## src/rtl/rvvi_seq_pkg.sv

```systemverilog
// rtl/rvvi_seq_pkg.sv - shared types, widths and helpers for the RVVI retire sequencer
package rvvi_seq_pkg;

    typedef enum logic {
        IDLE  = 1'b0,
        DRAIN = 1'b1
    } seq_state_t;

    localparam int ORDER_W = 64;
    localparam int MODE_W  = 2;

    // Returns 0 for an all-zero vector; callers only use it on nonzero masks.
    function automatic int lowest_set(input logic [63:0] vec);
        lowest_set = 0;
        for (int i = 63; i >= 0; i--) begin
            if (vec[i]) begin
                lowest_set = i;
            end
        end
    endfunction

endpackage

```

## src/rtl/rvvi_rr_pick.sv

```systemverilog
// rtl/rvvi_rr_pick.sv - combinational round-robin picker starting after last grant
module rvvi_rr_pick #(
    parameter int N = 1,
    parameter int W = 1
) (
    input  logic [N-1:0] req,
    input  logic [W-1:0] last,
    output logic [W-1:0] grant,
    output logic         any
);

    int best;

    // Distance 0 is the hart right after last, so the smallest distance wins.
    always_comb begin
        grant = '0;
        any   = |req;
        best  = N;
        for (int i = 0; i < N; i++) begin
            if (req[i] && (((i + N - 1 - int'(last)) % N) < best)) begin
                best  = (i + N - 1 - int'(last)) % N;
                grant = W'(i);
            end
        end
    end

endmodule

```

## src/rtl/rvvi_retire_sequencer.sv

```systemverilog
// rtl/rvvi_retire_sequencer.sv - serialises per-hart retire groups into one in-order event stream
// Optional order-gap checker: RVVI_SEQ_ORDER_CHK_EN
module rvvi_retire_sequencer
    import rvvi_seq_pkg::*;
#(
    parameter  int NHART  = 1,
    parameter  int RETIRE = 1,
    parameter  int XLEN   = 32,
    parameter  int ILEN   = 32,
    localparam int HW     = (NHART > 1) ? $clog2(NHART) : 1,
    localparam int SW     = (RETIRE > 1) ? $clog2(RETIRE) : 1
) (
    input  logic                             clk,
    input  logic                             reset_n,
    input  logic [NHART*RETIRE-1:0]          in_valid,
    input  logic [NHART*RETIRE*ORDER_W-1:0]  in_order,
    input  logic [NHART*RETIRE*XLEN-1:0]     in_pc,
    input  logic [NHART*RETIRE*ILEN-1:0]     in_insn,
    input  logic [NHART*RETIRE-1:0]          in_trap,
    input  logic [NHART*RETIRE*MODE_W-1:0]   in_mode,
    output logic [NHART-1:0]                 in_ready,
    output logic                             out_valid,
    input  logic                             out_ready,
    output logic [HW-1:0]                    out_hart,
    output logic [SW-1:0]                    out_slot,
    output logic [ORDER_W-1:0]               out_order,
    output logic [XLEN-1:0]                  out_pc,
    output logic [ILEN-1:0]                  out_insn,
    output logic                             out_trap,
    output logic [MODE_W-1:0]                out_mode,
    output logic                             order_err,
    output logic [HW-1:0]                    order_err_hart
);

    typedef struct packed {
        logic [ORDER_W-1:0] order;
        logic [XLEN-1:0]    pc;
        logic [ILEN-1:0]    insn;
        logic               trap;
        logic [MODE_W-1:0]  mode;
    } rec_t;

    seq_state_t        state, next_state;
    logic [HW-1:0]     cur, last_grant, pick;
    logic              pick_any;
    logic [RETIRE-1:0] mask [NHART];
    rec_t              stage [NHART][RETIRE];
    logic [NHART-1:0]  req;
    logic [RETIRE-1:0] cur_mask, slot_bit;
    logic [SW-1:0]     slot;
    rec_t              cur_rec;
    logic              handshake, last_bit;

    always_comb begin
        req      = '0;
        cur_mask = '0;
        for (int h = 0; h < NHART; h++) begin
            req[h] = |mask[h];
            if (cur == HW'(h)) begin
                cur_mask = mask[h];
            end
        end
    end

    assign in_ready = ~req;

    always_comb begin
        slot     = SW'(lowest_set(64'(cur_mask)));
        slot_bit = '0;
        cur_rec  = '0;
        for (int s = 0; s < RETIRE; s++) begin
            slot_bit[s] = (slot == SW'(s));
        end
        for (int h = 0; h < NHART; h++) begin
            for (int s = 0; s < RETIRE; s++) begin
                if (cur == HW'(h) && slot == SW'(s)) begin
                    cur_rec = stage[h][s];
                end
            end
        end
    end

    assign handshake = (state == DRAIN) && out_ready;
    assign last_bit  = (cur_mask & ~slot_bit) == '0;

    rvvi_rr_pick #(
        .N (NHART),
        .W (HW)
    ) u_pick (
        .req   (req),
        .last  (last_grant),
        .grant (pick),
        .any   (pick_any)
    );

    // A hart only loads a new group once its previous group is fully drained.
    always_ff @(posedge clk) begin
        for (int h = 0; h < NHART; h++) begin
            if (!reset_n) begin
                mask[h] <= '0;
            end else if (!req[h] && |in_valid[h*RETIRE +: RETIRE]) begin
                mask[h] <= in_valid[h*RETIRE +: RETIRE];
                for (int s = 0; s < RETIRE; s++) begin
                    stage[h][s].order <= in_order[(h*RETIRE+s)*ORDER_W +: ORDER_W];
                    stage[h][s].pc    <= in_pc[(h*RETIRE+s)*XLEN +: XLEN];
                    stage[h][s].insn  <= in_insn[(h*RETIRE+s)*ILEN +: ILEN];
                    stage[h][s].trap  <= in_trap[h*RETIRE+s];
                    stage[h][s].mode  <= in_mode[(h*RETIRE+s)*MODE_W +: MODE_W];
                end
            end else if (handshake && cur == HW'(h)) begin
                mask[h] <= mask[h] & ~slot_bit;
            end
        end
    end

    always_ff @(posedge clk) begin
        if (!reset_n) begin
            state      <= IDLE;
            cur        <= '0;
            last_grant <= HW'(NHART - 1);
        end else begin
            state <= next_state;
            if (state == IDLE && pick_any) begin
                cur <= pick;
            end
            if (handshake && last_bit) begin
                last_grant <= cur;
            end
        end
    end

    always_comb begin
        next_state = state;
        case (state)
            IDLE:    if (pick_any) next_state = DRAIN;
            DRAIN:   if (handshake && last_bit) next_state = IDLE;
            default: next_state = IDLE;
        endcase
    end

    always_comb begin
        out_valid = 1'b0;
        out_hart  = '0;
        out_slot  = '0;
        out_order = '0;
        out_pc    = '0;
        out_insn  = '0;
        out_trap  = 1'b0;
        out_mode  = '0;
        if (state == DRAIN) begin
            out_valid = 1'b1;
            out_hart  = cur;
            out_slot  = slot;
            out_order = cur_rec.order;
            out_pc    = cur_rec.pc;
            out_insn  = cur_rec.insn;
            out_trap  = cur_rec.trap;
            out_mode  = cur_rec.mode;
        end
    end

`ifdef RVVI_SEQ_ORDER_CHK_EN
    logic [ORDER_W-1:0] exp_order [NHART];
    logic [NHART-1:0]   seen;

    always_ff @(posedge clk) begin
        if (!reset_n) begin
            seen           <= '0;
            order_err      <= 1'b0;
            order_err_hart <= '0;
            for (int h = 0; h < NHART; h++) begin
                exp_order[h] <= '0;
            end
        end else if (handshake) begin
            for (int h = 0; h < NHART; h++) begin
                if (cur == HW'(h)) begin
                    if (seen[h] && out_order != exp_order[h]) begin
                        order_err <= 1'b1;
                        if (!order_err) begin
                            order_err_hart <= cur;
                        end
                    end
                    exp_order[h] <= out_order + 64'd1;
                    seen[h]      <= 1'b1;
                end
            end
        end
    end
`else
    assign order_err      = 1'b0;
    assign order_err_hart = '0;
`endif

endmodule

```

## config.mk

```make
export PLATFORM = sky130hd
export DESIGN_NAME = rvvi_retire_sequencer
export DESIGN_NICKNAME = d
export VERILOG_FILES = /design/src/rtl/rvvi_seq_pkg.sv /design/src/rtl/rvvi_rr_pick.sv /design/src/rtl/rvvi_retire_sequencer.sv
export SDC_FILE = /design/constraint.sdc
export NUM_CORES = 1
export LEC_CHECK = 0
export CORE_MARGIN = 3
export CORE_UTILIZATION = 26
export DETAILED_ROUTE_END_ITERATION = 6
export GPL_ROUTABILITY_DRIVEN = 0
export GPL_TIMING_DRIVEN = 0
export PLACE_DENSITY_LB_ADDON = 0.08
export RECOVER_POWER = 100
export SLEW_MARGIN = 30
export SYNTH_ARGS = -nofsm -noshare
export SYNTH_HDL_FRONTEND = slang
export SYNTH_HIERARCHICAL = 1
export SYNTH_SLANG_ARGS = --single-unit
export TNS_END_PERCENT = 50
```

## constraint.sdc

```tcl
create_clock -name clk -period 6.3 [get_ports clk]
set_clock_uncertainty 0.1 [all_clocks]
set_input_delay 1.26 -clock clk [delete_from_list [all_inputs] [get_ports clk]]
set_output_delay 1.26 -clock clk [all_outputs]
set_load 0.1 [all_outputs]
```

==> run_results.csv <==
group,metric,value,unit
yosys,syn_inst,299,
grt,grt_max_degree,39,
timing,fin_crit_sh,74.93,%
grt,grt_pass1_wl,20420,µm
pwr,switching_share,33.05,%
timing,finalSetupTns,0,ps
placement,dpl.hpwl,9774,µm
critical_path,crit_family,"buffers and inverters",
finish,fillers,1734,
finish,nets,726,
floorplan,fp.dieH,145.7,µm
grt,grt_usage,12.56,%
pwr,vdd_drop_max,181.5,µV
finish,layout_common_cells,"263 x dlygate4sd3_1, 132 x and2_1, 132 x edfxtp_1, 17 x clkbuf_16, 9 x buf_6",
clocking,cts_hold_buffers,0,
clocking,cts_buffers,17,
placement,dp_slack,2610,ps
clocking,h-tree-depth,4,
floorplan,rows,50,
finish,final_common_cell,"dlygate4sd3_1",
timing,fmax,211.8,MHz
timing,setup_viol,0,
finish,final_area,0.008667,mm²
critical_path,critPathRequiredTime,6290,ps
timing,max_slew_margin,-37.51,%
pwr,p_leak,3.470,nW
timing,setup_slack,1580,ps
placement,port_buffers,268,
clocking,cts_setup_buffers,0,
timing,rsz0062_at_grt,"false",
timing,hold_violations,0,
grt,grt_antenna_before_repair,4,
clocking,clockBufferDepth,2,
floorplan,dieArea,0.02123,mm²
critical_path,max_stage_delay,1550,ps
routing,drcViolationCount,0,
critical_path,start_kind,"input pin",
pwr,seqPwrFrac,39.1,%
clocking,clk_pin_slew,50,ps
routing,wl_per_cell,15.23,µm
critical_path,path_cells,"dlygate4sd3_1, and3_1, clkbuf_1, buf_12",
clocking,ctsResizeCount,0,
pwr,switchingPower,0.0008770,W
routing,dr.first_iter.drc_count,102,
yosys,syn_avg_cell_area,16.97,µm²
critical_path,crit_slowest_cell,"clkbuf_1",
worst_hold_path,hold_path_class,"flop to flop",
timing,drv_slew,73,
routing,postRouteAntennaNets,0,
pwr,p_comb_share,25.3,%
pwr,internal_power,0.001777,W
critical_path,crit_type,"input pin to flop",
run_status,violations,"max-capacitance violations, max-slew violations",
clocking,clock_sinks,134,
run_status,status,"finished with violations",
run,max-cap-violations,2,
clocking,tritoncts,"yes",
timing,worst_slew_pin_slew,2063,ps
timing,hold_ws,375.0,ps
yosys,syn-cell-area,0.005075,mm²
routing,vias,3333,
critical_path,path_buf_inv,3,
critical_path,cp_max_fo,38,
routing,finalWirelength,13180,µm
floorplan,ios,272,
critical_path,cp_data_arrival_time,4710,ps
finish,area_delta_synth_final,70.78,%
pwr,powerDensity,306.2,mW/mm²
floorplan,fp.coreArea,0.01896,mm²
floorplan,initial_core_util,26.77,%
yosys,yosys_warnings,6,
finish,drive_gt1_share,8.278,%
grt,grt-ovfl-total,0,
critical_path,end_kind,"flop",
pwr,p_clk_share,35.6,%
routing,avgViaCountPerCell,3.853,
floorplan,dieWidth,145.7,µm
placement,dp.cells,832,
placement,place_area,0.008150,mm²
finish,layoutNonFillerInstCount,865,
timing,period_minus_slack,4720,ps
routing,firstDrtPassIters,4,
clocking,insertion_delay,400,ps
clocking,clock-root-buffer,"clkbuf_16",
grt,grt_pass1_vias,3559,
layout make-up:
class	count	area, µm²	share of cell area, %
flip-flops and latches	134	4004	46.20
repair buffers	271	2691	31.05
multi-input cells	146	907.1	10.47
clock buffers	19	432.9	4.995
well taps	260	325.3	3.753
plain buffers	19	163.9	1.891
clock inverters	13	132.6	1.530
inverters	2	7.507	0.08662
diodes	1	2.502	0.02887
worst min-delay path, cell delays in order (launching register included):
cell,delay (ps)
dfxtp_1,310
nand2_1,50
mux2i_1,60
metrics by stage:
step / utilization, % / power [W]
floorplan: - / 0.001556
global placement: 42.68 / 0.001777
detailed placement: 43.00 / 0.001776
CTS: 45.98 / 0.002742
global route: 45.71 / 0.002763
finish: 45.72 / 0.002654
worst paths after layout:
path / depth (start not counted) / start / endpoint / slack [ps]
max: 4 / reset_n / stage[0][128]$_DFFE_PP_ / 1580
min: 2 / cur$_SDFFE_PN0P_ / cur$_SDFFE_PN0P_ / 380
max reg2reg: 4 / mask[0]$_SDFFCE_PP0P_ / stage[0][128]$_DFFE_PP_ / 2600
min reg2reg: 2 / cur$_SDFFE_PN0P_ / cur$_SDFFE_PN0P_ / 380
routing by layer:
layer  track usage (%)  share of wire, %
met3             7.474                12
met5                 0              0.23
met4             4.274               1.2
met1             13.93                39
met2             20.12                48
sequential cells by signal (all words and copies together), names as in the netlist:
name   count
cur        1
mask       1
state      1
stage    131
power groups by stage:
stage | clock, W | combinational, W | sequential (W)
after floorplan | 0 | 0.000494 | 0.00106
after global placement | 0 | 0.000714 | 0.00106
after detailed placement | 0 | 0.000721 | 0.00106
after CTS | 0.000982 | 0.000723 | 0.00104
after global routing | 0.00102 | 0.000699 | 0.00104
final | 0.000944 | 0.000672 | 0.00104
No activity file was read; power rests on OpenSTA's default activity.
